===== src/rtl/handshake_rr_arbiter.sv =====
// handshake_rr_arbiter
// Round-robin arbiter that funnels N ready/valid requesters into one
// registered output stage. The stage also carries the source index, the
// OR/AND reductions of the payload, and a count of downstream transfers.
module handshake_rr_arbiter #(
  parameter  int N      = 3,
  parameter  int DATA_W = 4,
  parameter  int CNT_W  = 8,
  localparam int SRC_W  = $clog2(N)
) (
  input  logic                CLK,
  input  logic                ASYNCRESET,
  input  logic [N-1:0]        in_valid,
  output logic [N-1:0]        in_ready,
  input  logic [N*DATA_W-1:0] in_data,
  output logic                out_valid,
  input  logic                out_ready,
  output logic [DATA_W-1:0]   out_data,
  output logic [SRC_W-1:0]    out_src,
  output logic                out_orr,
  output logic                out_andr,
  output logic [CNT_W-1:0]    xfer_count
);

  logic                load_en;
  logic                up_xfer;
  logic                dn_xfer;
  logic                grant_any;
  logic [N-1:0]        grant;
  logic [N-1:0]        rot_valid;
  logic [2*N-1:0]      dbl_valid;
  logic [SRC_W-1:0]    start_idx;
  logic [SRC_W-1:0]    grant_offset;
  logic [SRC_W:0]      wrap_sum;
  logic [SRC_W-1:0]    grant_idx;
  logic [DATA_W-1:0]   sel_data;
  logic [DATA_W-1:0]   payload [N];

  logic                out_valid_reg;
  logic [DATA_W-1:0]   out_data_reg;
  logic [SRC_W-1:0]    out_src_reg;
  logic                out_orr_reg;
  logic                out_andr_reg;
  logic [CNT_W-1:0]    xfer_count_reg;
  logic [SRC_W-1:0]    last_grant_reg;

  // The stage can take a new payload when empty or when it is being drained.
  assign load_en = ~out_valid_reg | out_ready;
  assign dn_xfer = out_valid_reg & out_ready;
  assign up_xfer = grant_any & load_en;

  // Per-requester payload slices and ready; ready is held low while in reset
  // so no upstream handshake can appear to complete during reset.
  for (genvar gi = 0; gi < N; gi++) begin : g_req
    assign payload[gi]  = in_data[gi*DATA_W +: DATA_W];
    assign in_ready[gi] = grant[gi] & load_en & ~ASYNCRESET;
  end

  // Search starts one past the last granted requester, wrapping at N.
  always_comb begin
    if (last_grant_reg == SRC_W'(N - 1)) begin
      start_idx = '0;
    end else begin
      start_idx = last_grant_reg + SRC_W'(1);
    end
  end

  // Rotate valids so the search origin sits at bit 0, pick the lowest set
  // bit, then map the offset back to an absolute requester index.
  always_comb begin
    dbl_valid    = {in_valid, in_valid};
    rot_valid    = N'(dbl_valid >> start_idx);
    grant_any    = 1'b0;
    grant_offset = '0;
    for (int k = 0; k < N; k++) begin
      if (!grant_any && rot_valid[k]) begin
        grant_any    = 1'b1;
        grant_offset = SRC_W'(k);
      end
    end
    wrap_sum = {1'b0, start_idx} + {1'b0, grant_offset};
    if (wrap_sum >= (SRC_W + 1)'(N)) begin
      wrap_sum = wrap_sum - (SRC_W + 1)'(N);
    end
    grant_idx = wrap_sum[SRC_W-1:0];
    grant     = grant_any ? ({{(N-1){1'b0}}, 1'b1} << grant_idx) : '0;
  end

  // Payload mux driven by the one-hot grant.
  always_comb begin
    sel_data = '0;
    for (int k = 0; k < N; k++) begin
      if (grant[k]) begin
        sel_data = payload[k];
      end
    end
  end

  // Output stage: load on upstream transfer, empty on drain-only cycles.
  always_ff @(posedge CLK or posedge ASYNCRESET) begin
    if (ASYNCRESET) begin
      out_valid_reg  <= 1'b0;
      out_data_reg   <= '0;
      out_src_reg    <= '0;
      out_orr_reg    <= 1'b0;
      out_andr_reg   <= 1'b0;
      last_grant_reg <= SRC_W'(N - 1);
    end else if (up_xfer) begin
      out_valid_reg  <= 1'b1;
      out_data_reg   <= sel_data;
      out_src_reg    <= grant_idx;
      out_orr_reg    <= |sel_data;
      out_andr_reg   <= &sel_data;
      last_grant_reg <= grant_idx;
    end else if (dn_xfer) begin
      out_valid_reg  <= 1'b0;
    end
  end

  // Count completed downstream transfers, wrapping naturally.
  always_ff @(posedge CLK or posedge ASYNCRESET) begin
    if (ASYNCRESET) begin
      xfer_count_reg <= '0;
    end else if (dn_xfer) begin
      xfer_count_reg <= xfer_count_reg + CNT_W'(1);
    end
  end

  assign out_valid  = out_valid_reg;
  assign out_data   = out_data_reg;
  assign out_src    = out_src_reg;
  assign out_orr    = out_orr_reg;
  assign out_andr   = out_andr_reg;
  assign xfer_count = xfer_count_reg;

endmodule


===== config.mk =====
export PLATFORM = sky130hd
export DESIGN_NAME = handshake_rr_arbiter
export DESIGN_NICKNAME = d
export VERILOG_FILES = /design/src/rtl/handshake_rr_arbiter.sv
export SDC_FILE = /design/constraint.sdc
export NUM_CORES = 1
export LEC_CHECK = 0
export ABC_AREA = 0
export CORE_MARGIN = 5
export CORE_UTILIZATION = 25
export DETAILED_ROUTE_END_ITERATION = 16
export GPL_TIMING_DRIVEN = 0
export PLACE_DENSITY = 0.58
export SLEW_MARGIN = 20
export SYNTH_ARGS = -nofsm -noshare
export SYNTH_HDL_FRONTEND = slang
export SYNTH_SLANG_ARGS = --single-unit
export TNS_END_PERCENT = 50

===== constraint.sdc =====
create_clock -name CLK -period 3.85 [get_ports CLK]
set_input_delay 0.5775 -clock CLK [delete_from_list [all_inputs] [get_ports CLK]]
set_output_delay 0.5775 -clock CLK [all_outputs]
set_load 0.01 [all_outputs]

; ---- Yosys cells after proc, flatten, opt, wreduce, memory -nomap -nowiden
; Cells that the tools add are included.
; W data, S select, Z words.
[word_totals]
reg_bits = 19
latch_bits = 0
ram_bits = 0
rom_bits = 0
input_bits = 18
out_inout_bits = 20
word_cells = 46
memories = 0
[classes]
add_sub_neg = 4
mul = 0
div = 0
magnitude_cmp = 1
n_eq_ne = 1
shift = 2
n_mux = 13
bitwise = 11
n_reduce_logical = 7
[ops]
columns = operator, count
row1 = $mux W4, 3
row2 = $add A8 B1 Y8 const B, 1
row3 = $and A1 B1 Y1, 8
row4 = $mux W1, 6
row5 = $mux W2, 3
row6 = $shr A6 B2 Y3, 1
row7 = $reduce_and A4 Y1, 1
row8 = $reduce_or A4 Y1, 1
row9 = $add A2 B2 Y3, 1
row10 = $ge A3 B2 Y1 const B, 1
row11 = $mux W3, 1
row12 = $shl A1 B2 Y3 const A, 1
row13 = $add A2 B1 Y2 const B, 1
row14 = $eq A2 B2 Y1 const B, 1
row15 = $logic_and A1 B1 Y1, 2
row16 = $logic_not A1 Y1, 2
row17 = $not A1 Y1, 2
row18 = $reduce_bool A2 Y1, 1
row19 = $sub A2 B2 Y2 const B, 1
row20 = $or A1 B1 Y1, 1

; ---- Depth between registers and ports, before layout
[logic_depth]
word_depth = 19
depth_mapped = 12

; ---- Worst setup path after synthesis
; OpenSTA, ideal clock, no wires.
[synth_timing]
path_kind = in2reg
from = input port in_valid[1]
to = register out_andr_reg, in the netlist out_andr
setup_time_ns = 0.122
t_arrival_ns = 3.194
required_time_ns = 3.728
path_slack_ns = 0.535
path_stages = 12
path_cell_list = nand2b_1 > nor2_1 > a31oi_1 > o21ai_0 > ha_1 > fa_1 > ha_1 > nor3_2 > mux2_2 > a222oi_1 > nor3_1 > a32o_1
[synth_via]
elab_chain_cells = 17
[synth_rtl]
columns = element, line
row1 = from (decl), 13  ; input logic [N-1:0] in_valid,
row2 = $shr A6 B2 Y3 *, 72  ; rot_valid = N'(dbl_valid >> start_idx);
row3 = $mux W1, 76  ; if (!grant_any && rot_valid[k]) begin
row4 = $logic_not A1 Y1, 76
row5 = $logic_and A1 B1 Y1, 76
row6 = $mux W1, 76
row7 = $logic_not A1 Y1, 76
row8 = $logic_and A1 B1 Y1, 76
row9 = $mux W2, 76
row10 = $add A2 B2 Y3, 81  ; wrap_sum = {1'b0, start_idx} + {1'b0, grant_offset};
row11 = $ge A3 B2 Y1 / $sub A2 B2 Y2 (equally long branches), "82, 83"
row12 = $mux W2, 82  ; if (wrap_sum >= (SRC_W + 1)'(N)) begin
row13 = $shl A1 B2 Y3, 86  ; grant = grant_any ? ({{(N-1){1'b0}}, 1'b1} << grant_idx) : '0;
row14 = $mux W3, 86
row15 = $mux W4 (3 in a row), 93  ; if (grant[k]) begin
row16 = $reduce_and A4 Y1, 113  ; out_andr_reg <= &sel_data;
row17 = to (signal assigned), 113
row18 = to (decl), 43  ; logic out_andr_reg;
; Mark *: on every way between the ends. The rest lies on a longest branch, timed or not.
; A chain may end at the register's enable or synchronous reset.

; ---- Final worst setup path
[layout_timing]
from = input port in_valid[1]
to = output port in_ready[0]
[layout_via]
elab_chain_cells = 15
[layout_rtl]
columns = element, line
row1 = $shr A6 B2 Y3 *, 72
row2 = $mux W1, 76
row3 = $logic_not A1 Y1, 76
row4 = $logic_and A1 B1 Y1, 76
row5 = $mux W1, 76
row6 = $logic_not A1 Y1, 76
row7 = $logic_and A1 B1 Y1, 76
row8 = $mux W2, 76
row9 = $add A2 B2 Y3, 81
row10 = $ge A3 B2 Y1 / $sub A2 B2 Y2 (equally long branches), "82, 83"
row11 = $mux W2, 82
row12 = $shl A1 B2 Y3, 86
row13 = $mux W3 *, 86
row14 = $and A1 B1 Y1 * (2 in a row), 56  ; assign in_ready[gi] = grant[gi] & load_en & ~ASYNCRESET;
row15 = to (decl), 14  ; output logic [N-1:0] in_ready,
; Marked as above.

==> qor.txt <==
Crit end category - output pin
Vias in the first global route - 962
Final setup fails - 0
Initial antenna violation count - 0
CTS clock-pin slew for the worst setup and hold paths - 0.07 ns
MaxCap Viol Count - 0
WP buf/inv - 3
CTS tree - built
Initial core utilization - 25.4%
Slew headroom - 40.3%
CP peak stage delay - 0.46 ns
Status - finished clean
Post-layout min period - 3.71 ns
Post-Place Cells - 187
Cell taking the most area after synthesis - dfrtp_1
Post-layout net count - 170
Diodes inserted - 0
Distinct cells, synth - 34
Detailed-route DRC error count - 0
Post-synth net total - 122
Final antenna-violating net count - 0
Deepest clock path buffer count - 2
Cells along the critical path - dlygate4sd2_1 -> nand2b_4 -> nor2_1 -> a31oi_1 -> o21ai_1 -> ha_2 -> fa_2 -> ha_4 -> nor3_4 -> buf_6 -> mux2_4 -> and3_1 -> buf_2
Clk sink count - 18
Hold Path Class - flop to flop
H-tree depth - 1
Setup ws final - 0.138 ns
CP required - 3.27 ns
Avg Synthesized Cell Area - 10.1 um2
Worst-path fanout max - 5
FF+latch count, synth - 18
Root buffer selected by CTS - clkbuf_8
Fin util - 39.7%
Share of layout cells above drive strength 1 - 17.7%
Leakage - 0.699 nW
Largest register FFs - 8
Total track usage - 9.93%
Grt ovf - 0
Max Fclk - 269 MHz
Slowest CP cell - fa_2
Largest net degree at the start of global routing - 22
Die area - 0.00541 mm2
Worst setup SP type - input port
Routed WL - 2690 um
CP Class - input port to output pin
Fin. Hold Viols - 0
# port buffers - 37
Clock latency on the worst-skew pair - 0.25 ns
Final period utilization - 96.4%
Area grow syn2layout - 56.1%
Die extent in y - 73.6 um
DR vias - 916
Pre-CTS setup slack - -0.611 ns
Worst Max-Slew Pin Slew - 0.888 ns
Finished Layout Cells - 197
CTS Buf Count - 3
Placer Congestion - 0.739
RSZ-0062 raised after global routing - no
CP delay by family, top - adder cells
Fill count - 391
TNS Setup - 0 ns
Post-synthesis cell area - 0.00101 mm2
Clk_skew - 0.00235 ns
Critical Path AT - 3.13 ns
Final Max Slew Viols - 0
DPL Wire Length - 2030 um
Drt wl/cell - 13.7 um
Synthesis Warnings - 0
First-pass GRT wire length - 4260 um
PwrDens - 1010 mW/mm2
Num ports - 38
Hold slack - 0.466 ns
Leading post-synthesis cells by cell area - dfrtp_1, nor2_1, a222oi_1, ha_1, xnor2_1
Yosys top cell area share - 42.1%
Initial DRT Pass Iterations - 4
Initial detailed-routing violation count - 54
VDD IR-drop max - 0.000351 V
Seq/Total Area, Yosys - 44.7%
DIE WIDTH - 73.6 um
Via density - 4.65
Core area - 0.00397 mm2
Row cnt - 23
Mapped Cells - 100
==> power breakdown <==
group	switching [W]	internal, W
clock network	0.0000613	0.0000908
logic	0.000481	0.000607
registers	0.0000747	0.000271
==> repair_timing <==
action | 4_1_cts | 5_1_grt
pin swaps | 4 | 4
hold endpoints to repair | 0 | 0
hold buffers | 0 | 0
buffers inserted | 6 | 0
resized for setup | 16 | 4
endpoints found under the setup margin | 5 | 1
==> Yosys cell counts (all sizes together) <==
library cell / count
dfrtp: 17
nor2: 11
nand2: 9
nand3: 5
nor3: 5
a222oi: 4
o21ai: 4
xnor2: 4
a21o: 3
and3: 3
ha: 3
inv: 3
nand2b: 3
o31ai: 3
xor2: 3
a21oi: 2
buf: 2
mux2: 2
nor2b: 2
a22o: 1
a31oi: 1
a32o: 1
and2b: 1
and3b: 1
dfstp: 1
fa: 1
nand3b: 1
nor3b: 1
o21ba: 1
o22a: 1
or2: 1
==> layer usage <==
| metal | vias to the layer above | track usage, % | share of wire, % |
|---|---|---|---|
| li1 | 452 | - | - |
| met5 | - | 0 | 0 |
| met1 | 436 | 12.5 | 45 |
| met4 | 0 | 4.43 | 1.0 |
| met3 | 2 | 4.24 | 8.0 |
| met2 | 26 | 14.7 | 46 |
==> kinds of logic after synthesis <==
group	count (synthesis)	share of synthesized area (%)
xor+xnor	7	6.07
flops	18	44.7
buf+inv	5	2.97
fa+ha+maj	4	5.70
compound gates	21	15.7
simple gates	43	22.6
mux	2	2.23
==> stage by stage <==
stage / power (W) / cell area [um2]
finish: 0.00159 / 1580
global route: 0.00171 / 1580
floorplan: 0.000908 / 1010
CTS: 0.00159 / 1570
detailed placement: 0.00122 / 1440
global placement: 0.00120 / 1440
==> worst paths after layout <==
| check | start | endpoint | slack [ns] | depth (start not counted) |
|---|---|---|---|---|
| worst max-delay path | in_valid[1] | in_ready[0] | 0.14 | 13 |
| worst min-delay path | xfer_count[7]$_DFFE_PP0P_ | xfer_count[7]$_DFFE_PP0P_ | 0.47 | 1 |
| worst max register to register | out_src[0]$_DFFE_PP0P_ | out_orr$_DFFE_PP0P_ | 0.55 | 14 |
| worst min register to register | xfer_count[7]$_DFFE_PP0P_ | xfer_count[7]$_DFFE_PP0P_ | 0.47 | 1 |
| max in group asynchronous | ASYNCRESET | out_data[1]$_DFFE_PP0P_ | 2.64 | 2 |
| min in group asynchronous | ASYNCRESET | xfer_count[7]$_DFFE_PP0P_ | 0.75 | 2 |
==> cell usage in the layout (no fill, tap or decap), types with 2 or more instances in the layout <==
master	n
nand2_1	9
buf_6	2
a222oi_1	4
xnor2_1	4
inv_1	3
a21o_1	3
o21ai_1	2
nor3_4	2
nand3_1	5
dfrtp_1	17
o31ai_1	3
nand2b_1	2
a21oi_1	2
nor3_1	3
clkbuf_8	4
and3_2	2
buf_4	6
nor2b_1	2
dlygate4sd2_1	5
xor2_1	3
clkdlybuf4s50_1	31
o21ai_0	2
nor2_1	11
==> cell type report <==
type                    count  area (um2)  area share (%)
multi-input cells          77         569            36.1
flip-flops and latches     18         452            28.7
repair buffers             43         408            25.9
well taps                  50        62.6            3.97
clock buffers               4        55.1            3.49
plain buffers               2        18.8            1.19
inverters                   3        11.3           0.714
No activity file was read; power rests on OpenSTA's default activity.
